--- config.mk ---
export PLATFORM = sky130hd
export DESIGN_NAME = pci_beat_packer_flat
export DESIGN_NICKNAME = d
export VERILOG_FILES = /design/src/rtl/pci_beat_packer_pkg.sv /design/src/rtl/pci_beat_packer_if.sv /design/src/rtl/pci_beat_fifo.sv /design/src/rtl/pci_beat_packer.sv /design/src/flat_wrapper.sv
export SDC_FILE = /design/constraint.sdc
export NUM_CORES = 2
export LEC_CHECK = 0
export CORE_MARGIN = 5
export CORE_UTILIZATION = 35
export DETAILED_ROUTE_END_ITERATION = 12
export GPL_TIMING_DRIVEN = 0
export PLACE_DENSITY = 0.63
export SLEW_MARGIN = 15
export SYNTH_ARGS = -nofsm -noshare
export SYNTH_HDL_FRONTEND = slang
export SYNTH_HIERARCHICAL = 1
export SYNTH_SLANG_ARGS = --single-unit
--- constraint.sdc ---
create_clock -name clk -period 8 [get_ports clk]
set_input_delay 1.6 -clock clk [delete_from_list [all_inputs] [get_ports clk]]
set_output_delay 1.6 -clock clk [all_outputs]
set_load 0.005 [all_outputs]
--- src/rtl/pci_beat_packer_pkg.sv ---
// Shared widths, lane/count types and the FIFO entry layout for the PCI beat packer.
package pci_pack_pkg;

  localparam int IN_W  = 64;
  localparam int OUT_W = 256;
  localparam int RATIO = OUT_W / IN_W;
  localparam int CNT_W = $clog2(RATIO + 1);

  typedef logic [CNT_W-1:0] lane_t;

  typedef struct packed {
    logic [OUT_W-1:0] data;
    logic             last;
    lane_t            cnt;
  } beat_t;

  // True when the given lane is the final lane of a beat.
  function automatic logic is_last_lane(input lane_t lane);
    return (lane == lane_t'(RATIO - 1));
  endfunction

endpackage

--- src/rtl/pci_beat_packer_if.sv ---
// Host word stream in, packed PE PCI beat stream out.
interface pci_beat_packer_if;
  import pci_pack_pkg::*;

  logic             i_valid;
  logic [IN_W-1:0]  i_data;
  logic             i_last;
  logic             o_ready;
  logic [OUT_W-1:0] o_data_pci;
  logic             o_valid_pci;
  logic             o_last_pci;
  lane_t            o_word_cnt;
  logic             i_ready_pci;

  modport master (
    output i_valid, i_data, i_last, i_ready_pci,
    input  o_ready, o_data_pci, o_valid_pci, o_last_pci, o_word_cnt
  );

  modport slave (
    input  i_valid, i_data, i_last, i_ready_pci,
    output o_ready, o_data_pci, o_valid_pci, o_last_pci, o_word_cnt
  );

endinterface

--- src/rtl/pci_beat_fifo.sv ---
// Two-entry beat FIFO; the head entry, flags and count all come straight from registers.
module pci_beat_fifo
  import pci_pack_pkg::*;
(
  input  logic       clk,
  input  logic       rst,
  input  logic       i_push,
  input  beat_t      i_din,
  input  logic       i_pop,
  output beat_t      o_dout,
  output logic       o_full,
  output logic       o_empty,
  output logic [1:0] o_count
);

  beat_t      r_ent0;
  beat_t      r_ent1;
  logic [1:0] r_count;
  logic       r_full;
  logic       r_empty;

  beat_t      w_ent0_nxt;
  beat_t      w_ent1_nxt;
  logic [1:0] w_count_nxt;
  logic       w_push;
  logic       w_pop;

  assign w_push = i_push && !r_full;
  assign w_pop  = i_pop && !r_empty;

  // Head always sits in r_ent0; a pop shifts r_ent1 forward.
  always_comb begin
    w_ent0_nxt  = r_ent0;
    w_ent1_nxt  = r_ent1;
    w_count_nxt = r_count;
    case ({w_push, w_pop})
      2'b10: begin
        if (r_count == 2'd0) begin
          w_ent0_nxt = i_din;
        end else begin
          w_ent1_nxt = i_din;
        end
        w_count_nxt = r_count + 2'd1;
      end
      2'b01: begin
        w_ent0_nxt  = r_ent1;
        w_ent1_nxt  = '0;
        w_count_nxt = r_count - 2'd1;
      end
      2'b11: begin
        // Only reachable at count 1: the new beat replaces the departing head.
        w_ent0_nxt = i_din;
      end
      default: begin
        w_count_nxt = r_count;
      end
    endcase
  end

  // Storage, count and flags.
  always_ff @(posedge clk) begin
    if (rst) begin
      r_ent0  <= '0;
      r_ent1  <= '0;
      r_count <= 2'd0;
      r_full  <= 1'b0;
      r_empty <= 1'b1;
    end else begin
      r_ent0  <= w_ent0_nxt;
      r_ent1  <= w_ent1_nxt;
      r_count <= w_count_nxt;
      r_full  <= (w_count_nxt == 2'd2);
      r_empty <= (w_count_nxt == 2'd0);
    end
  end

  assign o_dout  = r_ent0;
  assign o_full  = r_full;
  assign o_empty = r_empty;
  assign o_count = r_count;

endmodule

--- src/rtl/pci_beat_packer.sv ---
// Packs IN_W-bit host words into OUT_W-bit PE beats, flushing zero-padded partial beats on i_last.
module pci_beat_packer
  import pci_pack_pkg::*;
(
  input  logic              clk,
  input  logic              rst,
  pci_beat_packer_if.slave  bus
);

  lane_t            r_lane;
  logic [OUT_W-1:0] r_asm;

  logic             w_ready;
  logic             w_accept;
  logic             w_complete;
  logic             w_push;
  logic [OUT_W-1:0] w_merged;
  beat_t            w_beat;
  beat_t            w_dout;
  logic             w_full;
  logic             w_empty;
  logic [1:0]       w_count;

  // Deliberately conservative: a full FIFO stalls even words that would not complete a beat.
  assign w_ready    = !rst && (w_count < 2'd2);
  assign w_accept   = bus.i_valid && w_ready;
  assign w_complete = w_accept && (is_last_lane(r_lane) || bus.i_last);
  assign w_push     = w_complete && !w_full;

  // Drop the current word into its lane of the assembly image.
  always_comb begin
    w_merged = r_asm;
    for (int k = 0; k < RATIO; k++) begin
      if (r_lane == lane_t'(k)) begin
        w_merged[k*IN_W +: IN_W] = bus.i_data;
      end else begin
        w_merged[k*IN_W +: IN_W] = r_asm[k*IN_W +: IN_W];
      end
    end
  end

  // Entry pushed on completion.
  always_comb begin
    w_beat      = '0;
    w_beat.data = w_merged;
    w_beat.last = bus.i_last;
    w_beat.cnt  = r_lane + lane_t'(1);
  end

  // Lane counter and assembly register; cleared whenever a beat leaves for the FIFO.
  always_ff @(posedge clk) begin
    if (rst) begin
      r_lane <= '0;
      r_asm  <= '0;
    end else if (w_complete) begin
      r_lane <= '0;
      r_asm  <= '0;
    end else if (w_accept) begin
      r_lane <= r_lane + lane_t'(1);
      r_asm  <= w_merged;
    end else begin
      r_lane <= r_lane;
      r_asm  <= r_asm;
    end
  end

  pci_beat_fifo u_fifo (
    .clk     (clk),
    .rst     (rst),
    .i_push  (w_push),
    .i_din   (w_beat),
    .i_pop   (bus.i_ready_pci),
    .o_dout  (w_dout),
    .o_full  (w_full),
    .o_empty (w_empty),
    .o_count (w_count)
  );

  assign bus.o_ready     = w_ready;
  assign bus.o_valid_pci = !w_empty;
  assign bus.o_data_pci  = w_dout.data;
  assign bus.o_last_pci  = w_dout.last;
  assign bus.o_word_cnt  = w_dout.cnt;

endmodule

--- src/flat_wrapper.sv ---
// flat-port wrapper written by rule: the top's interface ports become plain ports
module pci_beat_packer_flat import pci_pack_pkg::*;
  (clk, rst, bus_i_valid, bus_i_data, bus_i_last, bus_i_ready_pci, bus_o_ready, bus_o_data_pci, bus_o_valid_pci, bus_o_last_pci, bus_o_word_cnt);
  pci_beat_packer_if bus_i ();
  input  logic clk;
  input  logic rst;
  input wire logic [$bits(bus_i.i_valid)-1:0] bus_i_valid;
  input wire logic [$bits(bus_i.i_data)-1:0] bus_i_data;
  input wire logic [$bits(bus_i.i_last)-1:0] bus_i_last;
  input wire logic [$bits(bus_i.i_ready_pci)-1:0] bus_i_ready_pci;
  output wire logic [$bits(bus_i.o_ready)-1:0] bus_o_ready;
  output wire logic [$bits(bus_i.o_data_pci)-1:0] bus_o_data_pci;
  output wire logic [$bits(bus_i.o_valid_pci)-1:0] bus_o_valid_pci;
  output wire logic [$bits(bus_i.o_last_pci)-1:0] bus_o_last_pci;
  output wire logic [$bits(bus_i.o_word_cnt)-1:0] bus_o_word_cnt;
  assign bus_i.i_valid = bus_i_valid;
  assign bus_i.i_data = bus_i_data;
  assign bus_i.i_last = bus_i_last;
  assign bus_i.i_ready_pci = bus_i_ready_pci;
  assign bus_o_ready = bus_i.o_ready;
  assign bus_o_data_pci = bus_i.o_data_pci;
  assign bus_o_valid_pci = bus_i.o_valid_pci;
  assign bus_o_last_pci = bus_i.o_last_pci;
  assign bus_o_word_cnt = bus_i.o_word_cnt;
  pci_beat_packer u_core (.clk(clk), .rst(rst), .bus(bus_i));
endmodule
==> flow_summary.yaml <==
drt:
  routedWlPerCell_microns: 24.04
  routed_wl_microns: 126400
  via_per_inst: 5.307
  met1_length_microns: 54120
  drtPass1Iterations: 6
  drc_errors: 0
  met3RoutedLength_microns: 10510
  top_layer: "met5"
  vias: 27911
  ant_nets: 0
  initialDrtViolationCount: 1854
  wl_met2_microns: 58240
synth:
  synth_top_area_share_pct: 43.83
  synth_cell_types: 35
  synth_area_per_cell_sq_um: 10.53
  synthCells: 3396
  yosys_warnings: 6
  syn_nets: 3473
  synth_top_area_cell: "dfxtp_1"
  ys_ff_latch: 783
  syn_area_sq_mm: 0.03576
  synthTopCellsByArea: "dfxtp_1 44%, mux2i_1 13%, mux2_2 8.1%"
  yosysSeqAreaShare_pct: 43.83
clock_tree:
  htreeDepth: 3
  cts_root_buf: "clkbuf_16"
  clk_path_buf_depth: 3
  ctsHoldBuffers: 0
  cts_resized: 0
  post_cts_buffers: 0
  cts_sinks: 783
  clk_latency_ps: 660
  cts_tree: "built"
  cts_buffers: 84
  clk_pin_slew_ps: 60
die:
  die_width_microns: 329.7
  fp-row-count: 117
  start_util_pct: 35.20
  dieArea_sq_mm: 0.1087
  num_io_pins: 331
  die_h_microns: 329.7
  fp.coreArea_sq_mm: 0.1016
worst_setup_path:
  critPathMaxFanout: 10
  endpoint_kind: "output pin"
  path_class: "in -> out"
  crit_arrival_ps: 4280
  startpoint_type: "input port"
  worstPathRequired_ps: 6400
run:
  drv_cap: 0
finish:
  fin_area_sq_mm: 0.04354
  postLayoutCoreUtil_pct: 42.86
  area_delta_synth_final_pct: 21.74
  final_cell_mix: "783 x dfxtp_1, 452 x mux2i_1, 361 x nor3_1"
  design.final.nets: 3890
  mostFrequentLayoutCell: "dfxtp_1"
  fin_cells: 5259
  drive_gt1_share_pct: 20.86
placement:
  dp_cells: 5095
  io_buffers: 330
  place_ws_ps: 1748
  hpwlAfterDp_microns: 92880
  placedInstanceArea_sq_mm: 0.04081
  place_congestion: 0.8471
sta:
  layout_setup_ws_ps: 2123
  tns_ps: 0
  maxSlewViolCount: 0
  fin_crit_sh_pct: 73.46
  period_minus_slack_ps: 5877
  timing.fmax_mhz: 170.2
  rsz0062_at_grt: "false"
  setup_violations: 0
  max_slew_margin_pct: 16.57
  fin_skew_ps: 40.34
  worst_pin_slew_ps: 1251
  hold_viol: 0
power:
  ir_worst_vdd_uv: 139.9
  leakagePower_nw: 15.66
  power.density_mw_per_mm2: 228.8
global_routing:
  grt_max_degree: 14
  grt_antenna_before_repair: 10
  track_usage_pct: 22.35
  grt_pass1_wl_microns: 184500
  grt-ovfl-total: 0
  grt_pass1_vias: 27957
min_path:
  worst_hold_path_type: "reg -> reg"
run_status:
  status: "finished clean"
routing by layer:
layer,up-vias,GRT usage (%)
li1,13313,-
met2,736,36.55
met5,-,0
met4,2,6.430
met3,171,7.172
met1,13689,28.38
cells by family (layout without fill, tap and decap cells):
logic type | after synthesis | in the layout | synth area share [%]
mux | 708 | 708 | 20.71
flops | 783 | 783 | 43.83
other cells | 0 | 12 | 0
xor+xnor | 3 | 3 | 0.07348
simple gates | 736 | 736 | 11.45
buf+inv | 372 | 855 | 5.241
fa+ha+maj | 8 | 8 | 0.2799
compound gates | 786 | 786 | 18.41
worst paths after layout:
kind	start	to	slack, ps	depth (start not counted)
max	rst	bus_o_ready	2120	7
min	u_core/u_fifo/r_ent1[9]	u_core/u_fifo/r_ent1[9]	470	1
max reg2reg	u_core/u_fifo/o_count[1]	u_core/u_fifo/r_ent1[89]	3410	15
min reg2reg	u_core/u_fifo/r_ent1[9]	u_core/u_fifo/r_ent1[9]	470	1
synth_stat cells, drive strengths merged:
| master | instances |
|---|---|
| a211oi | 261 |
| a21oi | 3 |
| a22o | 260 |
| a22oi | 1 |
| and2 | 1 |
| buf | 201 |
| clkbuf | 164 |
| dfxtp | 783 |
| ha | 8 |
| inv | 7 |
| mux2 | 256 |
| mux2i | 452 |
| nand2 | 3 |
| nand2b | 3 |
| nor2 | 71 |
| nor2b | 262 |
| nor3 | 389 |
| nor3b | 3 |
| nor4 | 1 |
| nor4b | 1 |
| o21ai | 259 |
| o21ba | 1 |
| o21bai | 1 |
| or2 | 1 |
| or3 | 1 |
| xnor2 | 3 |
state kept, by name, summed over array words and instances, names as in the netlist:
register               count
u_core/u_fifo/o_count      2
u_core/u_fifo/o_dout     260
u_core/r_lane              3
u_core/u_fifo/o_full       1
u_core/u_fifo/r_ent1     260
u_core/r_asm             256
u_core/u_fifo/o_empty      1
layout make-up:
| class | instances | area (sq um) |
|---|---|---|
| tap | 1368 | 1712 |
| inverter | 7 | 26.28 |
| clock inverter | 20 | 219.0 |
| sequential | 783 | 15680 |
| buffer | 365 | 1851 |
| multi-input combinational | 2241 | 18220 |
| fill | 9909 | 58050 |
| timing repair buffer | 331 | 3331 |
| antenna | 12 | 30.03 |
| clock buffer | 132 | 2482 |
metrics by stage:
| step | hold WS [ps] | power (mW) |
|---|---|---|
| finish | 472.4 | 9.960 |
| global route | 480.5 | 10.33 |
| CTS | 475.7 | 10.03 |
| detailed placement | 454.1 | 6.156 |
| global placement | 454.7 | 6.139 |
| floorplan | 442.0 | 5.321 |
critical path, cell delays in order:
cell             delay (ps)
clkdlybuf4s50_1         560
buf_4                   340
clkbuf_2                290
buf_2                   360
buf_1                   440
nor2_1                   90
clkdlybuf4s50_1         570
report_power, final:
group          switching [mW]  internal [mW]
clock                    1.65           2.23
sequential              0.122           4.11
combinational            1.05          0.801
Note: power is estimated with default switching activity, not from simulation.
==> patch: new RTL, same settings <==
Reset style: asynchronous (`rst`), changed in 2 clocked blocks.
--- a/src/rtl/pci_beat_fifo.sv
+++ b/src/rtl/pci_beat_fifo.sv
@@ -60,3 +60,3 @@
   // Storage, count and flags.
-  always_ff @(posedge clk) begin
+  always_ff @(posedge clk or posedge rst) begin
     if (rst) begin
--- a/src/rtl/pci_beat_packer.sv
+++ b/src/rtl/pci_beat_packer.sv
@@ -50,3 +50,3 @@
   // Lane counter and assembly register; cleared whenever a beat leaves for the FIFO.
-  always_ff @(posedge clk) begin
+  always_ff @(posedge clk or posedge rst) begin
     if (rst) begin
Formal check against the unedited RTL: differs if rst is asserted again (counterexample within 4 cycles, from zero or initial values and one cycle with rst high); with rst held inactive, the same outputs for 4 cycles.
==> patch against the unedited design <==
Setup slack gained 0.93 ns; synthesized area grew 1.1%; final area grew 2.8%; wire length shrank 5.1%; non-clock buffer count shrank 64; fmax grew 19%; register-to-register slack gained 0.36 ns; largest cell class is now sequential cells; sequential cell count is the same; critical endpoint is now u_core/u_fifo/o_dout[127]; critical path type is now in2reg.
Power is not compared: it rests on default switching activity, and its combinational part moved more than twofold at a synthesized area within 25%.
==> patch: results <==
<?xml version="1.0" encoding="UTF-8"?>
<metrics>
  <group name="run_status">
    <metric name="status" unit="">complete, no violations</metric>
  </group>
  <group name="hold_path">
    <metric name="hold_path.startpoint" unit="">u_core/r_asm[210]</metric>
    <metric name="min_delay_worst_endpoint" unit="">u_core/r_asm[210]</metric>
  </group>
  <group name="detailed_routing">
    <metric name="detail_route.wirelength" unit="mm">120</metric>
    <metric name="wl_per_cell" unit="um">23.9</metric>
    <metric name="detailedRoute.firstIterationViolations" unit="">2182</metric>
    <metric name="drt-vias-per-instance" unit="">5.33</metric>
  </group>
  <group name="placement">
    <metric name="hpwl_reported_at_the_end_of_detailed_placement" unit="mm">84.8</metric>
    <metric name="gpl.final_weighted_congestion" unit="">0.788</metric>
    <metric name="setup_slack_at_placement" unit="ns">2.47</metric>
    <metric name="dpl-instance-area" unit="um^2">41800</metric>
    <metric name="dp.cells" unit="">4861</metric>
  </group>
  <group name="synthesis">
    <metric name="synth_flop_cell" unit="">sky130_fd_sc_hd__dfrtp_1</metric>
    <metric name="syn-instance-count" unit="">3122</metric>
    <metric name="synth.top_cells.by_area" unit="">sky130_fd_sc_hd__dfrtp_1, sky130_fd_sc_hd__mux2i_1, sky130_fd_sc_hd__mux2_2, sky130_fd_sc_hd__o21ai_1, sky130_fd_sc_hd__a22o_1</metric>
    <metric name="async_reset_ff_share" unit="%">100</metric>
    <metric name="synth_seq_area_share" unit="%">54.2</metric>
    <metric name="synth_fp_nets" unit="">3200</metric>
    <metric name="synth.lib_cells_used.distinct" unit="">34</metric>
  </group>
  <group name="global_route">
    <metric name="grt_first_pass_wirelength" unit="mm">179</metric>
    <metric name="grt_pass1_vias" unit="">27051</metric>
    <metric name="antenna_found_initial" unit="">11</metric>
    <metric name="largest_net_degree_at_the_start_of_global_routing" unit="">34</metric>
    <metric name="gr-usage-all-layers" unit="%">21.2</metric>
  </group>
  <group name="floorplanning">
    <metric name="design.die.area" unit="um^2">110000</metric>
  </group>
  <group name="worst_setup_path">
    <metric name="cp_max_stage_cell" unit="">sky130_fd_sc_hd__buf_2</metric>
    <metric name="timing.reg2reg.worst_path_depth" unit="">12</metric>
    <metric name="critical_path_arrival" unit="ns">5.46</metric>
    <metric name="reg2reg_slack" unit="ns">3.77</metric>
    <metric name="worst_path_largest_cell_delay" unit="ns">0.78</metric>
  </group>
  <group name="cells_and_area">
    <metric name="design_area" unit="um^2">44800</metric>
    <metric name="drive_gt1_share" unit="%">16.3</metric>
    <metric name="final_nets" unit="">3648</metric>
  </group>
  <group name="timing">
    <metric name="fin_worst_skew" unit="ns">0.0309</metric>
  </group>
  <group name="clock_network">
    <metric name="cts_inserted_buffers" unit="">87</metric>
  </group>
</metrics>
==> patch: cell count changes after synthesis, sizes merged, moves of 195 or more <==
cell    change
a211oi    -261
dfrtp     +782
dfxtp     -783
nand2     +226
nor2b     -195
nor3      -387
o21ai     +496
==> patch: layout make-up <==
class	count	area share, %
Clock inverter	21	0.612
Antenna cell	9	0.0503
Buffer	273	3.21
Timing Repair Buffer	359	8.74
Sequential cell	783	43.8
Inverter	9	0.0922
Tap cell	1380	3.86
Multi-Input combinational cell	2057	33.8
Clock buffer	134	5.89
==> patch: cell families after synthesis <==
kind of cell,synth area share [%]
compound gates,16.0
xor+xnor,0.0969
fa+ha+maj,0.311
buf+inv,4.04
flops,54.2
mux,21.4
simple gates,3.95
==> patch: power by group through the flow <==
stage / clock [uW] / combinational, uW / sequential, uW
2_1_floorplan: 0 / 2650 / 5250
6_report: 4090 / 4930 / 5310
3_5_place_dp: 0 / 4930 / 5370
4_1_cts: 4180 / 4970 / 5320
3_3_place_gp: 0 / 4850 / 5370
5_1_grt: 4340 / 5290 / 5410
==> patch: per-layer routing <==
metal	vias up	share of wire, %	track usage, %
li1	12186	-	-
met4	4	3.2	7.57
met3	162	7.0	5.09
met1	13680	45	29.5
met2	742	45	32.5
met5	-	0.023	0
==> patch: how the worst max path moves through the flow <==
stage	start	endpoint	slack, ns
floorplan	rst	u_core/u_fifo/o_count[0]	-0.72
global placement	rst	u_core/u_fifo/o_dout[91]	-5.22
detailed placement	bus_i_last	u_core/u_fifo/o_dout[169]	2.47
CTS	rst	u_core/u_fifo/o_dout[111]	3.16
global route	bus_i_last	u_core/u_fifo/o_dout[112]	3.03
finish	bus_i_last	u_core/u_fifo/o_dout[127]	3.06
